--- src/rtl/clk_mon_pkg.sv ---
`default_nettype none
// +-----------------------------------------------------------------------------+
// | Module   : clk_mon_pkg                                                      |
// | Purpose  : Shared definitions for the clock-monitor pulse-burst block:      |
// |            register word offsets, CTRL/STATUS bit positions, FSM states     |
// |            and a byte-lane merge helper.                                    |
// | Revision : 1.0 - initial release                                            |
// +-----------------------------------------------------------------------------+
package clk_mon_pkg;

  // Register word offsets (byte address [3:2])
  localparam logic [1:0] C_ADR_CTRL   = 2'd0;
  localparam logic [1:0] C_ADR_DIV    = 2'd1;
  localparam logic [1:0] C_ADR_COUNT  = 2'd2;
  localparam logic [1:0] C_ADR_STATUS = 2'd3;

  // CTRL bit positions
  localparam int C_CTRL_START = 0;
  localparam int C_CTRL_SEL   = 1;
  localparam int C_CTRL_ABORT = 2;

  // STATUS bit positions
  localparam int C_STAT_BUSY      = 0;
  localparam int C_STAT_DONE      = 1;
  localparam int C_STAT_ABORTED   = 2;
  localparam int C_STAT_EDGES_LSB = 16;

  // Width of the edges-sent counter (wraps at 2^16)
  localparam int C_EDGE_W = 16;

  typedef enum logic [1:0] {
    ST_IDLE = 2'd0,
    ST_LOW  = 2'd1,
    ST_HIGH = 2'd2
  } state_e;

  // Merge a bus write into an existing 32-bit word, honouring byte lanes.
  function automatic logic [31:0] byte_merge(input logic [31:0] old_v,
                                             input logic [31:0] new_v,
                                             input logic [3:0]  lanes);
    logic [31:0] res;
    for (int b = 0; b < 4; b++) begin
      res[8*b +: 8] = lanes[b] ? new_v[8*b +: 8] : old_v[8*b +: 8];
    end
    return res;
  endfunction

endpackage
`default_nettype wire

--- src/rtl/clk_mon_regs.sv ---
`default_nettype none
// +-----------------------------------------------------------------------------+
// | Module   : clk_mon_regs                                                     |
// | Purpose  : Wishbone slave front end: decode, single-cycle ack, CTRL.sel/DIV/ |
// |            COUNT storage and the done/aborted W1C flags.                    |
// | Ports    : wb_*        Wishbone slave (clock, sync active-high reset)       |
// |            busy_i      burst in progress; freezes sel/DIV/COUNT             |
// |            done_set_i / aborted_set_i / start_clr_i  flag controls from FSM |
// |            edges_i     edges-sent count for STATUS[31:16]                   |
// |            start_req_o / abort_req_o  CTRL command pulses (access cycle)    |
// |            sel_next_o  sel value after this cycle's write                   |
// |            div_o / count_o / done_o / aborted_o  register contents          |
// | Revision : 1.0 - initial release                                            |
// +-----------------------------------------------------------------------------+
module clk_mon_regs
  import clk_mon_pkg::*;
#(
  parameter int DIV_W = 16,
  parameter int CNT_W = 16
) (
  input  logic                wb_clk_i,
  input  logic                wb_rst_i,
  input  logic                wb_cyc_i,
  input  logic                wb_stb_i,
  input  logic                wb_we_i,
  input  logic [3:0]          wb_sel_i,
  input  logic [1:0]          wb_adr_i,
  input  logic [31:0]         wb_dat_i,
  output logic [31:0]         wb_dat_o,
  output logic                wb_ack_o,
  input  logic                busy_i,
  input  logic                done_set_i,
  input  logic                aborted_set_i,
  input  logic                start_clr_i,
  input  logic [C_EDGE_W-1:0] edges_i,
  output logic                start_req_o,
  output logic                abort_req_o,
  output logic                sel_next_o,
  output logic [DIV_W-1:0]    div_o,
  output logic [CNT_W-1:0]    count_o,
  output logic                done_o,
  output logic                aborted_o
);

  logic             ack_q;
  logic [31:0]      dat_q;
  logic             sel_q, sel_d;
  logic [DIV_W-1:0] div_q, div_d;
  logic [CNT_W-1:0] count_q, count_d;
  logic             done_q, done_d;
  logic             aborted_q, aborted_d;

  logic             w_access;
  logic             w_wr;
  logic             w_ctrl_wr;
  logic             w_stat_wr;
  logic [31:0]      w_rdata;

  // A new access is accepted only while ack is low, so each cyc&stb gets one ack.
  assign w_access  = wb_cyc_i & wb_stb_i & ~ack_q;
  assign w_wr      = w_access & wb_we_i;
  assign w_ctrl_wr = w_wr & (wb_adr_i == C_ADR_CTRL) & wb_sel_i[0];
  assign w_stat_wr = w_wr & (wb_adr_i == C_ADR_STATUS) & wb_sel_i[0];

  assign start_req_o = w_ctrl_wr & wb_dat_i[C_CTRL_START];
  assign abort_req_o = w_ctrl_wr & wb_dat_i[C_CTRL_ABORT];

  always_comb begin
    sel_d     = sel_q;
    div_d     = div_q;
    count_d   = count_q;
    done_d    = done_q;
    aborted_d = aborted_q;

    // Configuration is frozen for the duration of a burst.
    if (w_wr && !busy_i) begin
      case (wb_adr_i)
        C_ADR_CTRL:  if (wb_sel_i[0]) sel_d = wb_dat_i[C_CTRL_SEL];
        C_ADR_DIV:   div_d   = DIV_W'(byte_merge(32'(div_q), wb_dat_i, wb_sel_i));
        C_ADR_COUNT: count_d = CNT_W'(byte_merge(32'(count_q), wb_dat_i, wb_sel_i));
        default: ;
      endcase
    end

    // Hardware set beats the start-clear and the firmware W1C.
    if (done_set_i)
      done_d = 1'b1;
    else if (start_clr_i || (w_stat_wr && wb_dat_i[C_STAT_DONE]))
      done_d = 1'b0;

    if (aborted_set_i)
      aborted_d = 1'b1;
    else if (start_clr_i || (w_stat_wr && wb_dat_i[C_STAT_ABORTED]))
      aborted_d = 1'b0;
  end

  always_comb begin
    w_rdata = '0;
    case (wb_adr_i)
      C_ADR_CTRL:   w_rdata[C_CTRL_SEL] = sel_q;
      C_ADR_DIV:    w_rdata = 32'(div_q);
      C_ADR_COUNT:  w_rdata = 32'(count_q);
      C_ADR_STATUS: begin
        w_rdata[C_STAT_BUSY]    = busy_i;
        w_rdata[C_STAT_DONE]    = done_q;
        w_rdata[C_STAT_ABORTED] = aborted_q;
        w_rdata[C_STAT_EDGES_LSB +: C_EDGE_W] = edges_i;
      end
      default: ;
    endcase
  end

  always_ff @(posedge wb_clk_i) begin
    if (wb_rst_i) begin
      ack_q     <= 1'b0;
      dat_q     <= '0;
      sel_q     <= 1'b0;
      div_q     <= '0;
      count_q   <= '0;
      done_q    <= 1'b0;
      aborted_q <= 1'b0;
    end else begin
      ack_q     <= w_access;
      dat_q     <= (w_access && !wb_we_i) ? w_rdata : '0;
      sel_q     <= sel_d;
      div_q     <= div_d;
      count_q   <= count_d;
      done_q    <= done_d;
      aborted_q <= aborted_d;
    end
  end

  assign wb_ack_o   = ack_q;
  assign wb_dat_o   = dat_q;
  assign sel_next_o = sel_d;
  assign div_o      = div_q;
  assign count_o    = count_q;
  assign done_o     = done_q;
  assign aborted_o  = aborted_q;

endmodule
`default_nettype wire

--- src/rtl/clk_mon_pulse_gen.sv ---
`default_nettype none
// +-----------------------------------------------------------------------------+
// | Module   : clk_mon_pulse_gen                                                |
// | Purpose  : Programmable pulse-burst transmitter for the housekeeping        |
// |            clock-monitor pins. Emits COUNT rising edges with half-period    |
// |            DIV+1 cycles on the selected pin; the other pin stays low.       |
// | Ports    : wb_*        Wishbone slave (wb_clk_i sole clock, wb_rst_i sync   |
// |                        active-high reset)                                   |
// |            mon_core_o  core-clock monitor pin (mprj_io[14])                 |
// |            mon_user_o  user-clock monitor pin (mprj_io[15])                 |
// |            irq_o       level, high while STATUS.done is set                 |
// | Config   : CLK_MON_FREE_RUN_EN - when defined, a start with COUNT=0 runs    |
// |            continuously until abort; otherwise it completes immediately.    |
// | Revision : 1.0 - initial release                                            |
// +-----------------------------------------------------------------------------+
module clk_mon_pulse_gen
  import clk_mon_pkg::*;
#(
  parameter int DIV_W = 16,
  parameter int CNT_W = 16
) (
  input  logic        wb_clk_i,
  input  logic        wb_rst_i,
  input  logic        wb_cyc_i,
  input  logic        wb_stb_i,
  input  logic        wb_we_i,
  input  logic [3:0]  wb_sel_i,
  input  logic [1:0]  wb_adr_i,
  input  logic [31:0] wb_dat_i,
  output logic [31:0] wb_dat_o,
  output logic        wb_ack_o,
  output logic        mon_core_o,
  output logic        mon_user_o,
  output logic        irq_o
);

  state_e              state_q;
  logic [DIV_W-1:0]    hp_q;
  logic [DIV_W-1:0]    div_lat_q;
  logic [CNT_W-1:0]    count_lat_q;
  logic                sel_lat_q;
  logic [C_EDGE_W-1:0] edges_q;
  logic                mon_core_q;
  logic                mon_user_q;
`ifdef CLK_MON_FREE_RUN_EN
  logic                free_q;
`endif

  logic             w_start_req;
  logic             w_abort_req;
  logic             w_sel_next;
  logic [DIV_W-1:0] w_div;
  logic [CNT_W-1:0] w_count;
  logic             w_done;
  logic             w_aborted;
  logic             w_busy;
  logic             w_hp_expired;
  logic             w_start_go;
  logic             w_count_zero;
  logic             w_last;
  logic             w_done_set;

  assign w_busy       = (state_q != ST_IDLE);
  assign w_hp_expired = (hp_q == '0);
  assign w_count_zero = (w_count == '0);
  // Abort in the same write as start cancels the start.
  assign w_start_go   = w_start_req & ~w_abort_req & ~w_busy;

  // End of the final high phase of a finite burst.
`ifdef CLK_MON_FREE_RUN_EN
  assign w_last = (state_q == ST_HIGH) & w_hp_expired & ~free_q &
                  (edges_q == C_EDGE_W'(count_lat_q));
  assign w_done_set = w_last & ~w_abort_req;
`else
  assign w_last = (state_q == ST_HIGH) & w_hp_expired &
                  (edges_q == C_EDGE_W'(count_lat_q));
  // A zero-length burst completes on the start access itself.
  assign w_done_set = (w_last & ~w_abort_req) | (w_start_go & w_count_zero);
`endif

  clk_mon_regs #(
    .DIV_W (DIV_W),
    .CNT_W (CNT_W)
  ) u_regs (
    .wb_clk_i      (wb_clk_i),
    .wb_rst_i      (wb_rst_i),
    .wb_cyc_i      (wb_cyc_i),
    .wb_stb_i      (wb_stb_i),
    .wb_we_i       (wb_we_i),
    .wb_sel_i      (wb_sel_i),
    .wb_adr_i      (wb_adr_i),
    .wb_dat_i      (wb_dat_i),
    .wb_dat_o      (wb_dat_o),
    .wb_ack_o      (wb_ack_o),
    .busy_i        (w_busy),
    .done_set_i    (w_done_set),
    .aborted_set_i (w_abort_req & w_busy),
    .start_clr_i   (w_start_go),
    .edges_i       (edges_q),
    .start_req_o   (w_start_req),
    .abort_req_o   (w_abort_req),
    .sel_next_o    (w_sel_next),
    .div_o         (w_div),
    .count_o       (w_count),
    .done_o        (w_done),
    .aborted_o     (w_aborted)
  );

  // FSM, half-period counter, edge counter and registered pin outputs.
  always_ff @(posedge wb_clk_i) begin
    if (wb_rst_i) begin
      state_q     <= ST_IDLE;
      hp_q        <= '0;
      div_lat_q   <= '0;
      count_lat_q <= '0;
      sel_lat_q   <= 1'b0;
      edges_q     <= '0;
      mon_core_q  <= 1'b0;
      mon_user_q  <= 1'b0;
`ifdef CLK_MON_FREE_RUN_EN
      free_q      <= 1'b0;
`endif
    end else if (w_abort_req && w_busy) begin
      state_q    <= ST_IDLE;
      mon_core_q <= 1'b0;
      mon_user_q <= 1'b0;
    end else begin
      case (state_q)
        ST_IDLE: begin
          if (w_start_go) begin
            edges_q <= '0;
`ifdef CLK_MON_FREE_RUN_EN
            free_q      <= w_count_zero;
            state_q     <= ST_LOW;
            hp_q        <= w_div;
            div_lat_q   <= w_div;
            count_lat_q <= w_count;
            sel_lat_q   <= w_sel_next;
`else
            if (!w_count_zero) begin
              state_q     <= ST_LOW;
              hp_q        <= w_div;
              div_lat_q   <= w_div;
              count_lat_q <= w_count;
              sel_lat_q   <= w_sel_next;
            end
`endif
          end
        end
        ST_LOW: begin
          if (w_hp_expired) begin
            state_q    <= ST_HIGH;
            hp_q       <= div_lat_q;
            mon_core_q <= ~sel_lat_q;
            mon_user_q <= sel_lat_q;
            edges_q    <= edges_q + 1'b1;
          end else begin
            hp_q <= hp_q - 1'b1;
          end
        end
        ST_HIGH: begin
          if (w_hp_expired) begin
            state_q    <= w_last ? ST_IDLE : ST_LOW;
            hp_q       <= div_lat_q;
            mon_core_q <= 1'b0;
            mon_user_q <= 1'b0;
          end else begin
            hp_q <= hp_q - 1'b1;
          end
        end
        default: state_q <= ST_IDLE;
      endcase
    end
  end

  assign mon_core_o = mon_core_q;
  assign mon_user_o = mon_user_q;
  assign irq_o      = w_done;

  // The aborted flag is visible only through STATUS.
  logic w_unused;
  assign w_unused = w_aborted;

endmodule
`default_nettype wire
--- config.mk ---
export PLATFORM = sky130hd
export DESIGN_NAME = clk_mon_pulse_gen
export DESIGN_NICKNAME = d
export VERILOG_FILES = /design/src/rtl/clk_mon_pkg.sv /design/src/rtl/clk_mon_regs.sv /design/src/rtl/clk_mon_pulse_gen.sv
export SDC_FILE = /design/constraint.sdc
export NUM_CORES = 1
export LEC_CHECK = 0
export ABC_CLOCK_PERIOD_IN_PS = 2350
export BUFFER_PORTS_ARGS = -buffer_cell sky130_fd_sc_hd__buf_2
export CAP_MARGIN = 15
export CORE_MARGIN = 3
export CORE_UTILIZATION = 40
export CTS_CLUSTER_SIZE = 12
export DETAILED_ROUTE_END_ITERATION = 8
export PLACE_DENSITY = 0.64
export SETUP_SLACK_MARGIN = 0.05
export SLEW_MARGIN = 20
export SYNTH_ARGS = -nofsm -noshare
export SYNTH_HDL_FRONTEND = slang
export SYNTH_SLANG_ARGS = --single-unit
--- constraint.sdc ---
create_clock -name wb_clk_i -period 2.35 [get_ports wb_clk_i]
set_clock_uncertainty 0.05 [all_clocks]
set_input_delay 0.235 -clock wb_clk_i [delete_from_list [all_inputs] [get_ports wb_clk_i]]
set_output_delay 0.235 -clock wb_clk_i [all_outputs]
set_load 0.01 [all_outputs]
* Word level (Yosys, flattened, before mapping)
Cells that the tools add are included.
Word-level totals: register bits 137, output and inout bits 36, input bits 43, word-level logic and storage cells 116
Operators by class: bitwise operators 25, equality and inequality tests 10, reductions and logical operators 32, muxes and demuxes 29, add/sub/neg operators 2
Operator list (number):
- $mux W16 | 5
- $pmux W16 S2 | 2
- $logic_not A16 Y1 | 2
- $pmux W13 S2 | 1
- $add A16 B1 Y16 const B | 1
- $and A1 B1 Y1 | 16
- $eq A16 B16 Y1 | 1
- $reduce_and A4 Y1 | 4
- $sub A16 B1 Y16 const B | 1
- $reduce_and A3 Y1 | 5
- $reduce_bool A2 Y1 | 6
- $mux W1 | 11
- $mux W2 | 4
- $not A1 Y1 | 8
- $eq A2 B2 Y1 const B | 3
- $ne A2 B2 Y1 const B | 3
- $pmux W1 S3 | 2
- $pmux W2 S3 | 1
- $reduce_or A2 Y1 | 3
- $logic_and A1 B1 Y1 | 5
- $eq A2 B1 Y1 const B | 2
- $logic_not A2 Y1 | 2
- $pmux W1 S2 | 2
- $pmux W1 S4 | 1
- 5 further kinds | 7

* Logic depth before layout (Yosys ltp)
Gate-level depths: netlist of run 1.
depth in word-level cells 12, mapped depth 9, depth with buffers taken out 7

* Modules after synthesis
Synthesis of run 1 repeated with hierarchy kept, for this count alone.
Second synthesis, totals: cell total of the unflattened synthesis 752, area, all modules 6386.1 µm²
Modules (own cells, without submodules):
- clk_mon_pulse_gen | area an instance 3697.3 µm², seq. area each 1381.3 µm², instances 1, cells an instance 473
- clk_mon_regs | area an instance 2688.8 µm², seq. area each 1361.3 µm², instances 1, cells an instance 279

* Worst setup path after synthesis of run 1
No wires, ideal clock.
path kind reg2reg, start point register hp_q[0], end point register hp_q[14], required time 2.209 ns, stages on the path, launching flop included 9, clock period less this slack 2.019 ns, slack 0.331 ns, path buffers 1, setup time 0.091 ns, arrival 1.878 ns, path through dfxtp_1 -> inv_1 -> ha_1 -> clkbuf_1 -> or4b_1 -> nor4_2 -> xor2_1 -> o211ai_1 -> a311oi_1
Between the ends: cells in the longest elaborated chain, start to end 3, elaborated cells on any way between the ends 4, those cells by class 1 x add/sub; 2 x mux; 1 x reduce/logical
RTL lines:
- start, declared | RTL line clk_mon_pulse_gen.sv:38 | logic [DIV_W-1:0] hp_q;
- start signal, assigned | RTL line clk_mon_pulse_gen.sv:142 | hp_q <= w_div;
- start signal, assigned | RTL line clk_mon_pulse_gen.sv:153 | hp_q <= div_lat_q;
- start signal, assigned | RTL line clk_mon_pulse_gen.sv:158 | hp_q <= hp_q - 1'b1;
- $sub A16 B1 Y16 or $logic_not A16 Y1 (tied branches) | RTL line clk_mon_pulse_gen.sv:158, clk_mon_pulse_gen.sv:168, clk_mon_pulse_gen.sv:64
- $mux W16 (*) | RTL line clk_mon_pulse_gen.sv:151, clk_mon_pulse_gen.sv:162
- $pmux W16 S2 (*) | RTL line clk_mon_pulse_gen.sv:128 | case (state_q)
Every way passes the cells marked *; elsewhere a longest branch is shown, timed or not. A chain may end at the register's enable or synchronous reset.

* Worst setup path after layout of run 1
start point register hp_q[9], end point register state_q[0]
Between the ends: cells in the longest elaborated chain, start to end 6, elaborated cells on any way between the ends 9, those cells by class 2 x eq/ne; 3 x mux; 2 x bitwise; 2 x reduce/logical
RTL lines:
- $logic_not A16 Y1 (*) | RTL line clk_mon_pulse_gen.sv:64 | assign w_hp_expired = (hp_q == '0);
- $and A1 B1 Y1 (2 in a row) | RTL line clk_mon_pulse_gen.sv:75 | assign w_last = (state_q == ST_HIGH) & w_hp_expired &
- $mux W1 | RTL line clk_mon_pulse_gen.sv:163 | state_q <= w_last ? ST_IDLE : ST_LOW;
- $mux W2 | RTL line clk_mon_pulse_gen.sv:162 | if (w_hp_expired) begin
- $pmux W2 S3 | RTL line clk_mon_pulse_gen.sv:128
- end signal, assigned | RTL line clk_mon_pulse_gen.sv:163
- end, declared | RTL line clk_mon_pulse_gen.sv:37 | state_e state_q;
Every way passes the cells marked *; elsewhere a longest branch is shown, timed or not. The select of a mux whose other input is x is not followed.

==> out/results.tsv, run 1 <==
stage	metric	value	unit
setup_path	r2r_start	hp_q[9]	
timing	finalHoldViolations	0	
timing	rsz0062_at_grt	yes	
hold_path	hp-class	input port to flop	
route	drtIter0Drc	424	
setup_path	crit_buf_inv	0	
clock_network	cts_tree	built	
yosys	synthesis.area	6130	um^2
setup_path	path_cells	nor4_4, and4_4, nand2_1, o31ai_1, mux2i_1	
clock_network	htreeDepth	4	
clock_network	clockRootBuffer	clkbuf_16	
grt	grt_pass1_vias	5113	
route	postRouteAntennaNets	0	
floorplan	die_width	130	um
route	vias_per_cell	5.66	
power	vdd_ir_drop_max	1.10	mV
floorplan	die_h	130	um
hold_path	hp-start	wb_dat_i[6]	
clock_network	numCtsBuffers	17	
yosys	ys_seq_area_frac	0.448	
place	port_buffers	60	
yosys	synth.avg_cell_area	8.77	um^2
final_layout	diodes	0	
setup_path	end_kind	flop	
run	maxCapViolations	0	
clock_network	cts_buffer_depth	2	
final_layout	nFillCells	1393	
route	drt-pass1-iter-count	7	
yosys	synth_cell_types	57	
place	gp_congestion	0.924	
setup_path	required	2.58	ns
timing	max_clock_freq	460	MHz
clock_network	clk_pin_slew_worst_paths	0.05	ns
final_layout	area_delta_synth_final	18.2	%
clock_network	clk-insertion-delay-late	0.42	ns
final_layout	layout_commonest_cell	dfxtp_1	
grt	grt_pass1_wl	26300	um
timing	fin_crit	2.17	ns
floorplan	core_area	14800	um^2
power	power_leakage	3.10	nW
setup_path	slowest_stage	nor4_4	
setup_path	cp_slowest_stage_delay	0.41	ns
final_layout	final_nets	811	
yosys	synthArstFlopShare	0	
setup_path	cp_data_arrival_time	2.41	ns
clock_network	post_cts_buffers	0	
setup_path	cp-startpoint	hp_q[9]	
grt	grt_use_total	0.196	
power	power	9.21	mW
yosys	ys.flop_type	dfxtp_1	
yosys	syn_nets	753	
timing	setup_violations	0	
route	drc	0	
timing	period_share	0.925	
status	status	complete, no violations	
timing	slew_viol_final	0	
yosys	synth-edff-count	0	
setup_path	ff2ff_path_depth	5	
setup_path	critPathTopFamily	simple AND/OR/NAND/NOR gates	
clock_network	cts.sinks	137	
timing	maxSlewHeadroom	0.521	
timing	worstMarginPinSlew	0.719	ns
yosys	ys.warnings.count	0	
yosys	syn_inst	699	
final_layout	layout_common_cells	137 x dfxtp_1, 77 x nand2_1, 64 x nor2_1	
hold_path	hold_path_depth	3	
grt	overflow	0	
floorplan	rows	44	
setup_path	cp_max_fo	11	
power	powerDensity	1270	nW/um^2
floorplan	start_util	0.415	
setup_path	critPathLaunchType	flop	
yosys	ys_seq_elements	137	
setup_path	criticalPathCategory	flop to flop	
final_layout	seqCellArea	2740	um^2
route	wl	16500	um
timing	setup_tns	0	ns
setup_path	cp_num_cells	5	
grt	grt_max_degree	71	
final_layout	multi_input_area	3170	um^2
final_layout	drive_above_1_share	0.174	
floorplan	die_area	16800	um^2
route	vias	5385	
floorplan	io_pins	79	
place	dp_hpwl	11500	um
route	wire_per_inst	17.3	um
grt	antenna_found_initial	0	
layout make-up:
cell class,count,share of cell area
tap,184,0.0318
multi-input combinational,504,0.438
timing repair buffer,82,0.0660
sequential,137,0.379
inverter,15,0.00778
clock buffer,22,0.0641
clock inverter,8,0.0133
metal layers:
| layer | wire length, um | track usage | vias up |
|---|---|---|---|
| li1 | - | - | 2623 |
| met1 | 7550 | 0.262 | 2578 |
| met2 | 7760 | 0.320 | 157 |
| met3 | 928 | 0.0397 | 27 |
| met4 | 257 | 0.0642 | 0 |
| met5 | 0 | 0 | - |
state kept, by name, indices dropped and copies added (netlist names), 2 cells and up:
register / flops
u_regs.wb_dat_o: 32
hp_q: 16
count_lat_q: 16
state_q: 2
edges_q: 16
div_lat_q: 16
u_regs.div_o: 16
u_regs.count_o: 16
where the power goes:
group | internal, mW | switching [mW] | leakage, nW
clock network | 1.60 | 0.948 | 0.276
logic | 1.50 | 2.47 | 1.73
registers | 2.46 | 0.227 | 1.10
total | 5.57 | 3.64 | 3.10
timing repair:
item	4_1_cts	5_1_grt
pin swaps	0	2
gates cloned	0	1
gates resized for setup	1	4
hold buffers	0	0
endpoints found under the setup margin	1	22
synth_stat cells (all sizes together), types with 2 or more instances:
cell / number / area [um^2]
ha: 11 / 138
and3: 21 / 131
and2: 2 / 12.5
a31o: 2 / 17.5
and4: 3 / 28.8
o41ai: 2 / 17.5
buf: 10 / 68.8
xnor2: 4 / 35.0
dfxtp: 137 / 2740
o21ai: 39 / 199
a31oi: 10 / 62.6
a311oi: 3 / 26.3
inv: 15 / 56.3
mux2i: 34 / 340
or4: 3 / 22.5
nand2b: 18 / 113
a22oi: 13 / 97.6
a222oi: 3 / 30.0
or3b: 2 / 17.5
or2: 4 / 25.0
nor3: 14 / 75.1
o31ai: 2 / 15.0
nor2: 64 / 240
nand2: 77 / 289
o221a: 3 / 33.8
nand4: 12 / 75.1
clkbuf: 34 / 128
a21oi: 58 / 290
or4b: 2 / 20.0
nor4: 16 / 149
or3: 14 / 87.6
a41oi: 3 / 45.1
nand3: 18 / 90.1
o211ai: 12 / 90.1
xor2: 22 / 193
worst reg2reg max path: stages (launching register included):
cell and delay, ns:
dfxtp_1 0.40, nor4_4 0.41, and4_4 0.38, nand2_1 0.34, o31ai_1 0.36, mux2i_1 0.12
logic make-up after synthesis:
group | share of synthesized area
and+or+nand+nor | 0.233
AOI/OAI and AO/OA | 0.161
DFF | 0.448
buffers and inverters | 0.0412
muxes | 0.0574
xor gates and xnor gates | 0.0372
adders and majority gates | 0.0225
worst paths after layout:
kind	slack, ns	endpoint
max	0.18	state_q[0]
min reg2reg	0.40	div_lat_q[8]
min	0.02	u_regs.div_o[6]
max reg2reg	0.18	state_q[0]
stage by stage:
stage,cells,setup slack [ns],cell area (um^2),utilization,hold slack [ns]
after floorplan,699,0.331,6130,-,0.274
after global placement,921,0.179,6650,0.450,0.387
after detailed placement,921,0.0920,6650,0.450,0.393
after CTS,951,0.140,7210,0.489,0.0117
after global routing,952,0.0331,7240,0.491,0.0295
final,952,0.175,7240,0.491,0.0241
Power figures use the tool's default switching activity.
==> inputs of run 2 (changes only) <==
- CORE_UTILIZATION: 40 -> 30
- PLACE_DENSITY: 0.64 -> 0.52
==> run 2 against run 1 <==
Cell area increased by 3.1%. Register-to-register slack better by 0.09 ns. Critical path depth is the same. Largest power group unchanged. Highest routed layer unchanged.
==> out/results.tsv, run 2 (synthesized netlist as in run 1, its figures left out) <==
stage	metric	value	unit	change
power	internal-power	6.07	mW	was 5.57 mW
grt	grt_use_total	0.160		was 0.196
power	power	10.3	mW	was 9.21 mW
grt	grt_pass1_wl	27900	um	was 26300 um
status	status	complete, no violations		unchanged
grt	use_met2	0.240		was 0.320
clock_network	htreeDepth	4		unchanged
power	comb_power_share	0.470		was 0.431
timing	setup_violations	0		unchanged
power	power_leakage	3.17	nW	was 3.10 nW
run	maxCapViolations	0		unchanged
route	drc	0		unchanged
route	vias	5297		was 5385
floorplan	start_util	0.310		was 0.415
grt	busiest_layer	met2		unchanged
power	p_clk_frac	0.269		was 0.277
floorplan	io_pins	79		unchanged
timing	slew_viol_final	0		unchanged
grt	grt_max_degree	66		was 71
place	gp_congestion	0.776		was 0.924
grt	grt_use_met3	0.0346		was 0.0397
timing	finalHoldViolations	0		unchanged
floorplan	die_width	149	um	was 130 um
floorplan	rows	51		was 44
power	switching_power	4.21	mW	was 3.64 mW
power	powerDensity	1380	nW/um^2	was 1270 nW/um^2
power	vdd_ir_drop_max	0.837	mV	was 1.10 mV
route	wire_per_inst	16.5	um	was 17.3 um
grt	antenna_found_initial	0		unchanged
final_layout	final_nets	822		was 811
timing	max_clock_freq	479	MHz	was 460 MHz
place	port_buffers	60		unchanged
clock_network	cts_buffer_depth	2		unchanged
place	dp_hpwl	12200	um	was 11500 um
power	pwr-share-seq	0.262		was 0.292
floorplan	die_h	149	um	was 130 um
setup_path	critPathLaunchType	flop		unchanged
setup_path	criticalPathCategory	flop to flop		unchanged
setup_path	r2r_start	hp_q[2]		was hp_q[9]
final_layout	largest_reg_flops	32		unchanged
setup_path	cp_max_fo	25		was 11
timing	worstMarginPinSlew	0.724	ns	was 0.719 ns
timing	setup_tns	0	ns	unchanged
clock_network	numCtsBuffers	17		unchanged
route	drt-pass1-iter-count	5		was 7
power	switching_share	0.409		was 0.396
final_layout	area_delta_synth_final	21.9	%	was 18.2%
timing	fin_crit	2.09	ns	was 2.17 ns
setup_path	cp-startpoint	hp_q[2]		was hp_q[9]
final_layout	layout_commonest_cell	dfxtp_1		unchanged
clock_network	clk_pin_slew_worst_paths	0.06	ns	was 0.05 ns
timing	maxSlewHeadroom	0.517		was 0.521
setup_path	required	2.66	ns	was 2.58 ns
clock_network	cts_tree	built		unchanged
timing	fin_hold_ws	0.0145	ns	was 0.0241 ns
setup_path	end_kind	flop		unchanged
route	vias_per_cell	5.06		was 5.66
grt	overflow	0		unchanged
floorplan	die_area	22200	um^2	was 16800 um^2
clock_network	clockRootBuffer	clkbuf_16		unchanged
grt	grt_use_met1	0.225		was 0.262
hold_path	hp-class	input port to flop		unchanged
route	wl	17300	um	was 16500 um
route	postRouteAntennaNets	0		unchanged
final_layout	diodes	0		unchanged
final_layout	layout_common_cells	137 x dfxtp_1, 77 x nand2_1, 64 x nor2_1		unchanged
route	drtIter0Drc	463		was 424
grt	grt_pass1_vias	5003		was 5113
hold_path	hp-start	wb_dat_i[7]		was wb_dat_i[6]
timing	rsz0062_at_grt	yes		unchanged
clock_network	clk-insertion-delay-late	0.43	ns	was 0.42 ns
clock_network	cts.sinks	137		unchanged
setup_path	cp_data_arrival_time	2.40	ns	was 2.41 ns
timing	period_share	0.888		was 0.925
floorplan	core_area	19800	um^2	was 14800 um^2
final_layout	drive_above_1_share	0.186		was 0.174
==> run 2: worst max-delay path, stage by stage, from the launching register on <==
cell and delay [ns]:
dfxtp_1 0.39, nor4_4 0.35, and4_4 0.34, a41oi_4 0.30, or3_1 0.45, a21oi_1 0.14
==> run 2: cell type report <==
| cell class | count | area, um^2 |
|---|---|---|
| clock buffers | 19 | 433 |
| clock inverters | 13 | 169 |
| fillers | 2102 | 12300 |
| inverters | 15 | 56.3 |
| multi-input cells | 503 | 3150 |
| flip-flops and latches | 137 | 2740 |
| well taps | 265 | 332 |
| repair buffers | 94 | 583 |
==> run 2: path summary, 6_finish.rpt <==
kind                                          end  slack [ns]  depth (start not counted)
worst max-delay path                   edges_q[8]        0.26                          5
worst min-delay path            u_regs.count_o[7]        0.01                          3
worst max register to register         edges_q[8]        0.26                          5
worst min register to register       div_lat_q[4]        0.40                          2
==> run 2: repair_timing <==
| item | in CTS | in global routing |
|---|---|---|
| gates resized for setup | 0 | 3 |
| endpoints found under the setup margin | 0 | 27 |
| hold buffers | 1 | 0 |
| hold endpoints to repair | 1 | 0 |
| setup buffers | 0 | 1 |
==> run 2: routing by layer <==
layer,vias up,routed length (um)
met4,0,436
met5,-,0
li1,2646,-
met2,95,7720
met1,2527,8650
met3,29,460
==> run 2: power by group through the flow <==
stage | clock network, mW | logic [mW] | registers [mW]
2_1_floorplan | 0 | 2.96 | 2.67
3_3_place_gp | 0 | 4.81 | 2.73
3_5_place_dp | 0 | 4.78 | 2.74
4_1_cts | 2.82 | 4.81 | 2.68
5_1_grt | 2.93 | 5.23 | 2.72
6_report | 2.76 | 4.83 | 2.69
==> run 2: through the flow <==
step            util  std cells  setup slack [ns]  cell area, um^2
6_report       0.377       1046             0.263             7470
5_1_grt        0.377       1046            0.0241             7470
4_1_cts        0.376       1045             0.165             7450
3_5_place_dp   0.345       1012             0.155             6830
3_3_place_gp   0.345       1012             0.154             6830
2_1_floorplan      -        699             0.331             6130
